`src/rtl/fft_sequencer.sv`:
```
// fft_sequencer: captures one audio frame, streams it into an fft core, and forwards the results.
// Define FFT_SEQ_OVERRUN_CNT_EN to count dropped samples on the overrun port.
module fft_sequencer #(
    parameter int width = 16,
    parameter int N_2   = 5
) (
    input  logic               clk,
    input  logic               reset,
    input  logic               run,
    input  logic               sample_valid,
    input  logic [width-1:0]   sample,
    output logic               fft_load,
    output logic [width-1:0]   fft_rd,
    output logic               fft_start,
    input  logic               fft_done,
    input  logic [2*width-1:0] fft_wd,
    output logic               out_valid,
    output logic [2*width-1:0] out_data,
    output logic [N_2-1:0]     out_idx,
    output logic               out_last,
    output logic               busy,
    output logic [7:0]         overrun
);

    localparam int N = 1 << N_2;
    localparam logic [N_2:0] C_LAST = {1'b0, {N_2{1'b1}}};

    typedef enum logic [2:0] {
        S_FILL,
        S_LOAD,
        S_START,
        S_WAIT,
        S_UNLOAD
    } state_t;

    state_t r_state;
    state_t w_next;

    logic [width-1:0] r_buf [N];
    logic [N_2:0]     r_wptr;
    logic [N_2-1:0]   r_rptr;
    logic [N_2:0]     r_ucnt;

    logic w_write;
    logic w_fill_done;
    logic w_rlast;
    logic w_ulast;
    logic w_cap;
    logic w_to_fill;

    assign w_write     = (r_state == S_FILL) && run && sample_valid;
    assign w_fill_done = w_write && (r_wptr == C_LAST);
    assign w_rlast     = (r_rptr == '1);
    assign w_ulast     = (r_ucnt == C_LAST);

    // A run drop while waiting wins over a coinciding first result word.
    assign w_cap = fft_done &&
                   (((r_state == S_WAIT) && run) ||
                    (r_state == S_UNLOAD));

    assign w_to_fill = (r_state != S_FILL) && (w_next == S_FILL);

    always_comb begin
        w_next = r_state;
        unique case (r_state)
            S_FILL: begin
                if (w_fill_done) begin
                    w_next = S_LOAD;
                end
            end
            S_LOAD: begin
                if (w_rlast) begin
                    w_next = S_START;
                end
            end
            S_START: begin
                w_next = S_WAIT;
            end
            S_WAIT: begin
                if (fft_done) begin
                    w_next = S_UNLOAD;
                end
            end
            S_UNLOAD: begin
                if (!fft_done || w_ulast) begin
                    w_next = S_FILL;
                end
            end
            default: begin
                w_next = S_FILL;
            end
        endcase
        // An unload in progress always drains its frame first.
        if (!run && (r_state != S_UNLOAD)) begin
            w_next = S_FILL;
        end
    end

    always_ff @(posedge clk or negedge reset) begin
        if (!reset) begin
            r_state <= S_FILL;
        end else begin
            r_state <= w_next;
        end
    end

    always_ff @(posedge clk) begin
        if (w_write) begin
            r_buf[r_wptr[N_2-1:0]] <= sample;
        end
    end

    always_ff @(posedge clk or negedge reset) begin
        if (!reset) begin
            r_wptr <= '0;
        end else if (w_to_fill || !run) begin
            r_wptr <= '0;
        end else if (w_write) begin
            r_wptr <= r_wptr + 1'b1;
        end
    end

    always_ff @(posedge clk or negedge reset) begin
        if (!reset) begin
            r_rptr <= '0;
        end else if ((r_state == S_LOAD) && (w_next == S_LOAD)) begin
            r_rptr <= r_rptr + 1'b1;
        end else begin
            r_rptr <= '0;
        end
    end

    always_ff @(posedge clk or negedge reset) begin
        if (!reset) begin
            r_ucnt    <= '0;
            out_valid <= 1'b0;
            out_last  <= 1'b0;
            out_data  <= '0;
            out_idx   <= '0;
        end else begin
            out_valid <= w_cap;
            out_last  <= w_cap && w_ulast;
            if (w_cap) begin
                r_ucnt   <= r_ucnt + 1'b1;
                out_data <= fft_wd;
                out_idx  <= r_ucnt[N_2-1:0];
            end else begin
                r_ucnt <= '0;
            end
        end
    end

    assign fft_load  = (r_state == S_LOAD);
    assign fft_start = (r_state == S_START);
    assign busy      = (r_state != S_FILL);
    assign fft_rd    = fft_load ? r_buf[r_rptr] : '0;

`ifdef FFT_SEQ_OVERRUN_CNT_EN
    logic [7:0] r_ovr;
    logic       w_drop;

    assign w_drop = sample_valid && !w_write;

    always_ff @(posedge clk or negedge reset) begin
        if (!reset) begin
            r_ovr <= '0;
        end else if (w_drop && (r_ovr != 8'hFF)) begin
            r_ovr <= r_ovr + 1'b1;
        end
    end

    assign overrun = r_ovr;
`else
    assign overrun = 8'd0;
`endif

endmodule

```
`config.mk`:
```
export PLATFORM = sky130hd
export DESIGN_NAME = fft_sequencer
export DESIGN_NICKNAME = d
export VERILOG_FILES = /design/src/rtl/fft_sequencer.sv
export SDC_FILE = /design/constraint.sdc
export NUM_CORES = 1
export LEC_CHECK = 0
export ABC_CLOCK_PERIOD_IN_PS = 3500
export CAP_MARGIN = 30
export CORE_ASPECT_RATIO = 0.75
export CORE_MARGIN = 4
export CORE_UTILIZATION = 55
export CTS_CLUSTER_SIZE = 28
export DETAILED_ROUTE_END_ITERATION = 10
export GPL_ROUTABILITY_DRIVEN = 0
export PLACE_DENSITY_LB_ADDON = 0.25
export SLEW_MARGIN = 20
export SYNTH_ARGS = -nofsm -noshare
export SYNTH_HDL_FRONTEND = slang
export SYNTH_SLANG_ARGS = --single-unit
```
`constraint.sdc`:
```
create_clock -name clk -period 3.5 [get_ports clk]
set_clock_uncertainty 0.2 [all_clocks]
set_input_delay 0.35 -clock clk [delete_from_list [all_inputs] [get_ports clk]]
set_output_delay 0.35 -clock clk [all_outputs]
set_load 0.02 [all_outputs]
```
==> results_dict.tcl, run 1 <==
set metrics [dict create \
    synth-async-reset-ratio 0.1033 \
    synthTopCellsByCount "edfxtp_1, mux4_2, mux2i_1" \
    p_total_mw 12.96 \
    coreArea_sq_um 39810 \
    diodes 0 \
    critical_path_class "flop to output port" \
    slew-limit-headroom 0.4969 \
    drive_gt1_frac 0.2705 \
    utilization 0.6588 \
    first_pass_iters 5 \
    cts_made_buffers 51 \
    tightest_slew_ps 754.7 \
    grt_pass1_wl_microns 75490 \
    r2r_slack_ps 490 \
    wl_per_cell_microns 28.02 \
    met1_length_microns 21990 \
    grt_max_degree 55 \
    drv_cap 0 \
    gr-total-overflow 0 \
    synth_area_per_cell_sq_um 20.79 \
    drc 0 \
    path_delay_family "buffers and inverters" \
    grt_pass1_vias 11650 \
    start_util 0.5616 \
    power_density_nw_per_um2 494.2 \
    synthDominantCellAreaShare 0.6878 \
    netlist_instances 1075 \
    clk_latency_ps 560 \
    yosys-top-cells-area "edfxtp_1, mux4_2, dfrtp_1" \
    wl_met2_microns 23640 \
    violations "negative setup slack" \
    seq_area_frac_synth 0.7538 \
    postRouteWirelength_microns 51550 \
    setup_viol 1 \
    hold_viol 0 \
    synth_edf_count 512 \
    arrival_ps 2960 \
    p_leak_nw 8.795 \
    yosys.area.top_type "edfxtp_1" \
    fin_crit_sh 1.002 \
    ys_ff_latch 571 \
    crit_path_end_kind "output port" \
    die_area_sq_um 43970 \
    min_period_ps 3506 \
    port_buffers 110 \
    drv_slew 0 \
    postRouteAntennaNets 0 \
    ir_drop_mv 0.3269 \
    highest_layer "met4" \
    critPathBufInv 3 \
    ys.flop_type "edfxtp_1" \
    tns_ps -5.526 \
    drt-vias-per-instance 6.248 \
    die_w_microns 240.8 \
    cts_sinks 571 \
    clk_pin_slew_ps 60 \
    drt-initial-drc-count 1272 \
    rows 63 \
    area_growth_pct 17.31 \
    antenna_found_initial 0 \
    critPathMaxStageDelay_ps 570 \
    yosysWarnings 0 \
    hpwl_microns 30660 \
    setup_slack_ps -5.526 \
    rsz0062_at_grt "yes" \
    cts_tree "built" \
    clock_path_buffers 3 \
    met3_length_microns 4862 \
    h-tree-depth 2 \
    synth_area_sq_um 22350 \
    vias 11500 \
    path_cells "buf_4 -> clkbuf_16 -> mux4_2 -> mux2i_1 -> a221o_1 -> a31oi_1 -> clkdlybuf4s15_1" \
    max_freq_mhz 285.3 \
    fp.dieH_microns 182.6 \
    cp_data_required_time_ps 2950 \
    final_nets 1343 \
    hp-class "primary input to asynchronous set/reset pin" \
    cts_root_buf "clkbuf_16" \
    worstSetupStartpointType "flop" \
    synth_most_common_cell "edfxtp_1" \
    yosysUniqueCellTypes 54 \
    status "finished with violations" \
    critPathMaxFanout 15 \
    gr-usage-all-layers 0.2339 \
    slowest_stage "dfrtp_4" \
    io_pins 119 \
]
state kept, by name, summed over array words and instances (netlist names):
signal / count
r_state: 3
r_rptr: 5
out_valid: 1
r_ucnt: 6
out_last: 1
out_data: 32
out_idx: 5
r_buf: 512
r_wptr: 6
worst paths after layout:
kind,start,end,cells past startpoint
max,r_rptr[0],fft_rd[13],7
min,reset,out_data[8],2
max reg2reg,r_rptr[0],r_wptr[4],8
min reg2reg,r_ucnt[0],r_ucnt[0],1
max in group asynchronous,reset,out_data[19],3
min in group clk,fft_wd[12],out_data[12],2
cell type report:
| cell class | instances | area [sq um] |
|---|---|---|
| Sequential cell | 571 | 16860 |
| Timing Repair Buffer | 217 | 2024 |
| Multi-Input combinational cell | 434 | 5159 |
| Clock buffer | 67 | 1346 |
| Fill cell | 2578 | 13580 |
| Clock inverter | 23 | 155.1 |
| Tap cell | 520 | 650.6 |
| Inverter | 8 | 30.03 |
kinds of logic (layout without fill, tap and decap cells):
| group | count (synthesis) | count (layout) | synth area share |
|---|---|---|---|
| flip-flops | 571 | 571 | 0.7538 |
| multiplexers | 213 | 213 | 0.1601 |
| AND/OR/NAND/NOR | 101 | 101 | 0.02306 |
| AO/OA/AOI/OAI | 94 | 94 | 0.03230 |
| buffers and inverters | 77 | 315 | 0.02228 |
| XOR/XNOR | 11 | 11 | 0.004310 |
| adder cells (fa/ha/maj) | 7 | 7 | 0.003918 |
| other | 1 | 8 | 0.0001678 |
per-layer routing:
| metal | vias up | global-route usage |
|---|---|---|
| met1 | 6013 | 0.3567 |
| met5 | - | 0 |
| li1 | 4821 | - |
| met4 | 0 | 0.05185 |
| met2 | 592 | 0.3502 |
| met3 | 71 | 0.05786 |
power breakdown:
part	switching, mW	internal, mW	total, mW	leakage (nW)
clock network	2.32	2.84	5.16	0.730
registers	0.0148	7.46	7.48	5.42
logic	0.208	0.122	0.329	2.65
stage by stage:
step	instances	hold slack [ps]	setup WS (ps)	area, sq um
6_report	1840	128.8	-5.526	26220
5_1_grt	1840	187.3	-72.32	26220
4_1_cts	1834	118.2	-156.3	26110
3_5_place_dp	1743	188.1	143.3	24530
3_3_place_gp	1743	200.9	178.8	24530
2_1_floorplan	1082	-145.6	834.2	22380
placed cells by master, fill, tap and decap left out, types with 3 or more instances in the layout:
| cell type | n |
|---|---|
| edfxtp_1 | 512 |
| mux4_2 | 112 |
| buf_4 | 96 |
| clkdlybuf4s50_1 | 93 |
| dfrtp_1 | 57 |
| mux2i_1 | 53 |
| clkbuf_16 | 53 |
| nor2_1 | 50 |
| mux2_2 | 37 |
| a221o_1 | 16 |
| clkbuf_1 | 15 |
| a31oi_1 | 13 |
| a221oi_1 | 13 |
| a22oi_1 | 13 |
| clkinv_1 | 13 |
| nand2_1 | 12 |
| o21ai_1 | 9 |
| mux2i_2 | 8 |
| conb_1 | 8 |
| clkbuf_2 | 8 |
| inv_1 | 7 |
| ha_1 | 7 |
| and3_1 | 6 |
| xor2_1 | 6 |
| clkinv_2 | 6 |
| nand3b_1 | 5 |
| nor2b_1 | 5 |
| xnor2_1 | 5 |
| nand3_1 | 5 |
| a211oi_1 | 5 |
| o21ai_0 | 4 |
| buf_12 | 4 |
| buf_16 | 4 |
| and2_1 | 3 |
| a31oi_2 | 3 |
| o2111ai_1 | 3 |
| a22oi_2 | 3 |
| mux2i_4 | 3 |
timing repair:
| item | 4_1_cts | 5_1_grt |
|---|---|---|
| buffers inserted | 0 | 2 |
| hold endpoints to repair | 23 | 0 |
| gates cloned | 0 | 2 |
| resized for setup | 38 | 38 |
| endpoints found under the setup margin | 16 | 15 |
| pin swaps | 0 | 3 |
| hold buffers | 1 | 0 |
Power figures use the tool's default switching activity.
==> inputs of run 2 (changes only) <==
- CORE_UTILIZATION: 55 -> 47
- SKIP_CTS_REPAIR_TIMING: default -> 1
==> run 2 against run 1 <==
  * The flow now finishes without violations
  * Clock power rose by 8.5%
  * Flip-flop and latch count is the same
  * Sequential share of layout area decreased by 0.75 points
  * Worst setup slack improved by 110 ps
  * Design area increased by 1.2%
  * Combinational power shrank 3%
  * First-iteration DRC count is 12% lower
  * Critical path depth down 2
  * Die area increased by 16%
  * Critical endpoint is now fft_rd[1]
  * Largest cell class unchanged
  * Largest power group unchanged
  * Highest routed layer unchanged
==> results_dict.tcl, run 2 (synthesis results as in run 1) <==
set metrics [dict create \
    cts_tree "built" \
    critPathMaxFanout 24 \
    drv_cap 0 \
    slowest_stage "mux4_2" \
    critPathMaxStageDelay_ps 540 \
    tns_ps 0 \
    ir_drop_mv 0.3971 \
    postRouteAntennaNets 0 \
    worstSetupStartpointType "flop" \
    hp-class "primary input to asynchronous set/reset pin" \
    drt-vias-per-instance 5.798 \
    wl_per_cell_microns 25.45 \
    rr_startpoint "r_rptr[1]" \
    path_cells "buf_12 -> mux4_2 -> a22oi_1 -> a31oi_1 -> dlymetal6s2s_1" \
    slew-limit-headroom 0.4348 \
    p_leak_nw 9.171 \
    critical_path_class "flop to output port" \
    grt_pass1_wl_microns 74400 \
    cp_data_required_time_ps 2950 \
    final_nets 1340 \
    gr-usage-met3 0.03866 \
    busiest_layer "met1" \
    status "completed" \
    cts_made_buffers 53 \
    r2r_end "r_wptr[2]" \
    hpwl_microns 30190 \
    grt_util_met1 0.3065 \
    fp.dieH_microns 196.9 \
    clk_latency_ps 570 \
    layout_commonest_cell "edfxtp_1" \
    vias 11310 \
    cts_root_buf "clkbuf_16" \
    h-tree-depth 2 \
    clock_path_buffers 3 \
    min_period_ps 3394 \
    diodes 0 \
    drt-initial-drc-count 1115 \
    cts_sinks 571 \
    area_growth_pct 18.71 \
    drive_gt1_frac 0.2627 \
    die_area_sq_um 51150 \
    gr-usage-all-layers 0.1945 \
    tightest_slew_ps 846.1 \
    critical_path.startpoint "r_rptr[0]" \
    worstRegToRegCells 8 \
    first_pass_iters 5 \
    utilization 0.5702 \
    r2r_slack_ps 630 \
    postRouteWirelength_microns 49650 \
    io_pins 119 \
    fin_crit_sh 0.9696 \
    grtUsageMet2 0.2864 \
    endpoint "fft_rd[1]" \
    arrival_ps 2840 \
    start_util 0.4803 \
    grt_pass1_vias 11460 \
    largest_reg_flops 512 \
    hold_viol 0 \
    port_buffers 110 \
    crit_path_end_kind "output port" \
    antenna_found_initial 0 \
    power_density_nw_per_um2 504.7 \
    drc 0 \
    gr-total-overflow 0 \
    final_cell_mix "edfxtp_1, mux4_2, clkdlybuf4s50_1, buf_4, mux2i_1" \
    rows 68 \
    drv_slew 0 \
    coreArea_sq_um 46540 \
    clk_pin_slew_ps 70 \
    die_w_microns 259.8 \
    max_freq_mhz 294.7 \
    setup_viol 0 \
    grt_max_degree 59 \
]
[run 2: changes by cell type in the layout (fill, tap and decap cells not counted), moves of 8 or more]
cell,previous run,this run
mux2i_1,53,64
nor2_1,50,42
nor2_2,0,8
dlymetal6s2s_1,1,16
mux2i_2,8,0
buf_4,96,86
clkbuf_2,8,0
[run 2: worst min path at each step]
stage	depth (start not counted)	slack, ps	endpoint
6_report	2	60	r_ucnt[4]
5_1_grt	2	90	r_ucnt[4]
4_1_cts	1	-490	r_ucnt[4]
3_5_place_dp	1	120	out_data[30]
3_3_place_gp	1	280	r_ucnt[0]
2_1_floorplan	0	-150	out_data[0]
[run 2: worst max-delay path: cells and delay by family (launching register included)]
family	cells	cell delay (ps)
AO/OA/AOI/OAI	2	690
flip-flops	1	530
buffers and inverters	2	520
multiplexers	1	540
[run 2: through the flow]
step	power, mW	cells	setup slack (ps)	hold slack (ps)	cell area, sq um
2_1_floorplan	7.701	1082	834.2	-145.6	22380
3_3_place_gp	7.924	1850	140.7	275.3	24710
3_5_place_dp	7.939	1852	100.6	123.4	24750
4_1_cts	13.50	1948	-508.1	-490.0	26420
5_1_grt	13.85	1951	-3.611	86.39	26540
6_report	13.39	1951	106.5	63.14	26540
[run 2: area by class of cell]
cell class / instances / area [sq um]
fill: 3474 / 20000
clock inverter: 23 / 220.2
inverter: 8 / 30.03
multi-input combinational: 434 / 5085
timing repair buffer: 212 / 2101
sequential: 571 / 16860
clock buffer: 73 / 1453
tap: 630 / 788.3
[run 2: where the power goes]
| part | internal (mW) | total [mW] | switching (mW) |
|---|---|---|---|
| Combinational | 0.123 | 0.319 | 0.196 |
| Sequential | 7.46 | 7.47 | 0.0135 |
| Clock | 3.19 | 5.60 | 2.41 |
| Total | 10.8 | 13.4 | 2.62 |
[run 2: metal layers]
| metal | part of all wire | wire [microns] |
|---|---|---|
| met3 | 0.075 | 3712 |
| met4 | 0.017 | 837 |
| met1 | 0.46 | 22660 |
| met2 | 0.45 | 22440 |
| met5 | 0 | 0 |
==> inputs of run 3 (changes only) <==
- CORE_ASPECT_RATIO: 0.75 -> 0.7
- CORE_MARGIN: 4 -> default
- GPL_ROUTABILITY_DRIVEN: 0 -> default
==> run 3 against run 2 <==
  * The run now ends with negative setup slack left
  * Wire length rose by 7.1%
  * Critical path type unchanged
  * Largest cell class unchanged
  * Critical path depth rose by 1
  * Sequential power barely moved
  * Worst setup slack got worse by 340 ps
  * Flip-flop and latch count did not move
  * Global-route usage rose by 2.6 points
==> results_dict.tcl, run 3 (synthesis results as in run 1) <==
set metrics [dict create \
    clk_latency_ps 580 \
    critPathMaxStageDelay_ps 590 \
    vias 11380 \
    slew-limit-headroom 0.3819 \
    rows 66 \
    cts_made_buffers 51 \
    drt-initial-drc-count 1149 \
    diodes 0 \
    grt_max_degree 64 \
    hpwl_microns 32610 \
    start_util 0.4791 \
    p_leak_nw 9.158 \
    cts_tree "built" \
    drive_gt1_frac 0.2690 \
    placedCellCount 1840 \
    layoutNonFillerInstCount 1939 \
    cp.depth 6 \
    slowest_stage "dfrtp_4" \
    drv_slew 0 \
    power_density_nw_per_um2 500.8 \
    hold_viol 0 \
    drv_cap 0 \
    first_pass_iters 5 \
    drt-vias-per-instance 5.869 \
    utilization 0.5728 \
    pre_cts_ws_ps 213.7 \
    largest_reg_flops 512 \
    tightest_slew_ps 925.3 \
    fin_crit_sh 1.068 \
    clock_path_buffers 3 \
    critPathBufInv 2 \
    die_area_sq_um 48450 \
    io_pins 119 \
    setup_slack_ps -237.9 \
    path_delay_family "buffers and inverters" \
    setup_viol 1 \
    hp-class "primary input to asynchronous set/reset pin" \
    grt_pass1_wl_microns 76880 \
    cts_root_buf "clkbuf_16" \
    path_cells "buf_16 -> mux4_2 -> mux2i_2 -> a221o_1 -> a31oi_1 -> clkdlybuf4s50_1" \
    grt_pass1_vias 11270 \
    gr-total-overflow 0 \
    max_freq_mhz 267.5 \
    arrival_ps 3190 \
    crit_path_end_kind "output port" \
    ir_drop_mv 0.3505 \
    clk_pin_slew_ps 60 \
    h-tree-depth 2 \
    die_w_microns 262.7 \
    worstRegToRegCells 9 \
    antenna_found_initial 1 \
    dpl_cell_area_sq_um 24900 \
    postRouteAntennaNets 0 \
    coreArea_sq_um 46660 \
    gr-usage-all-layers 0.2207 \
    worstSetupStartpointType "flop" \
    critical_path_class "flop to output port" \
    layout_commonest_cell "edfxtp_1" \
    area_growth_pct 19.55 \
    critPathMaxFanout 27 \
    min_period_ps 3738 \
    fp.dieH_microns 184.5 \
    final_cell_mix "edfxtp_1, mux4_2, clkdlybuf4s50_1, buf_4, mux2i_1" \
    postLayoutCellArea_sq_um 26720 \
    status "finished with violations" \
    rsz0062_at_grt "yes" \
    wl_per_cell_microns 27.42 \
    port_buffers 110 \
    final_nets 1345 \
    cp_data_required_time_ps 2950 \
    violations "negative setup slack" \
    drc 0 \
    postRouteWirelength_microns 53170 \
    place_congestion 0.8688 \
    cts_sinks 571 \
    fillers 3402 \
]
## run 3: cell count changes in the layout (fill, tap and decap cells not counted), sizes merged, moves of 2 or more
cell          before  now
clkinvlp           1    4
dlymetal6s2s      16   14
clkbuf            73   67
clkinv            17   20
buf              102  107
## run 3: final timing paths
kind	from	end	slack [ps]
max	r_rptr[0]	fft_rd[5]	-240
min	reset	r_rptr[0]	140
max reg2reg	r_rptr[0]	r_wptr[0]	510
min reg2reg	r_ucnt[0]	r_ucnt[0]	300
max in group asynchronous	reset	r_ucnt[1]	2240
min in group clk	fft_wd[2]	out_data[2]	190
## run 3: worst min-delay path, stage by stage
cell           delay [ps]
dlygate4sd3_1         530
buf_2                 160
buf_12                220
## run 3: power by group
part	internal, mW	total, mW	switching [mW]
logic	0.130	0.342	0.212
registers	7.46	7.47	0.0142
clock network	3.14	5.57	2.43
total	10.7	13.4	2.65
## run 3: metal layers
layer	vias to the layer above	track usage	routed length, microns
met5	-	0	0
met2	441	0.3283	23890
met4	0	0.05482	1007
met3	62	0.04930	4573
li1	4834	-	-
met1	6043	0.3316	23690
## run 3: layout make-up
cell class	instances	area [sq um]	share of cell area
Sequential cell	571	16860	0.6308
Multi-Input combinational cell	434	5114	0.1913
Clock buffer	65	1371	0.05131
Clock inverter	30	274.0	0.01025
Tap cell	612	765.7	0.02865
Timing Repair Buffer	219	2311	0.08647
Inverter	8	30.03	0.001124
## run 3: stage by stage
| stage | hold slack (ps) | total power [mW] | setup TNS [ps] |
|---|---|---|---|
| 5_1_grt | 129.2 | 13.75 | -295.2 |
| 2_1_floorplan | -145.6 | 7.701 | 0 |
| 3_5_place_dp | 293.4 | 7.957 | 0 |
| 6_report | 141.0 | 13.38 | -237.9 |
| 4_1_cts | -270.5 | 13.46 | -5806 |
| 3_3_place_gp | 278.9 | 7.944 | 0 |
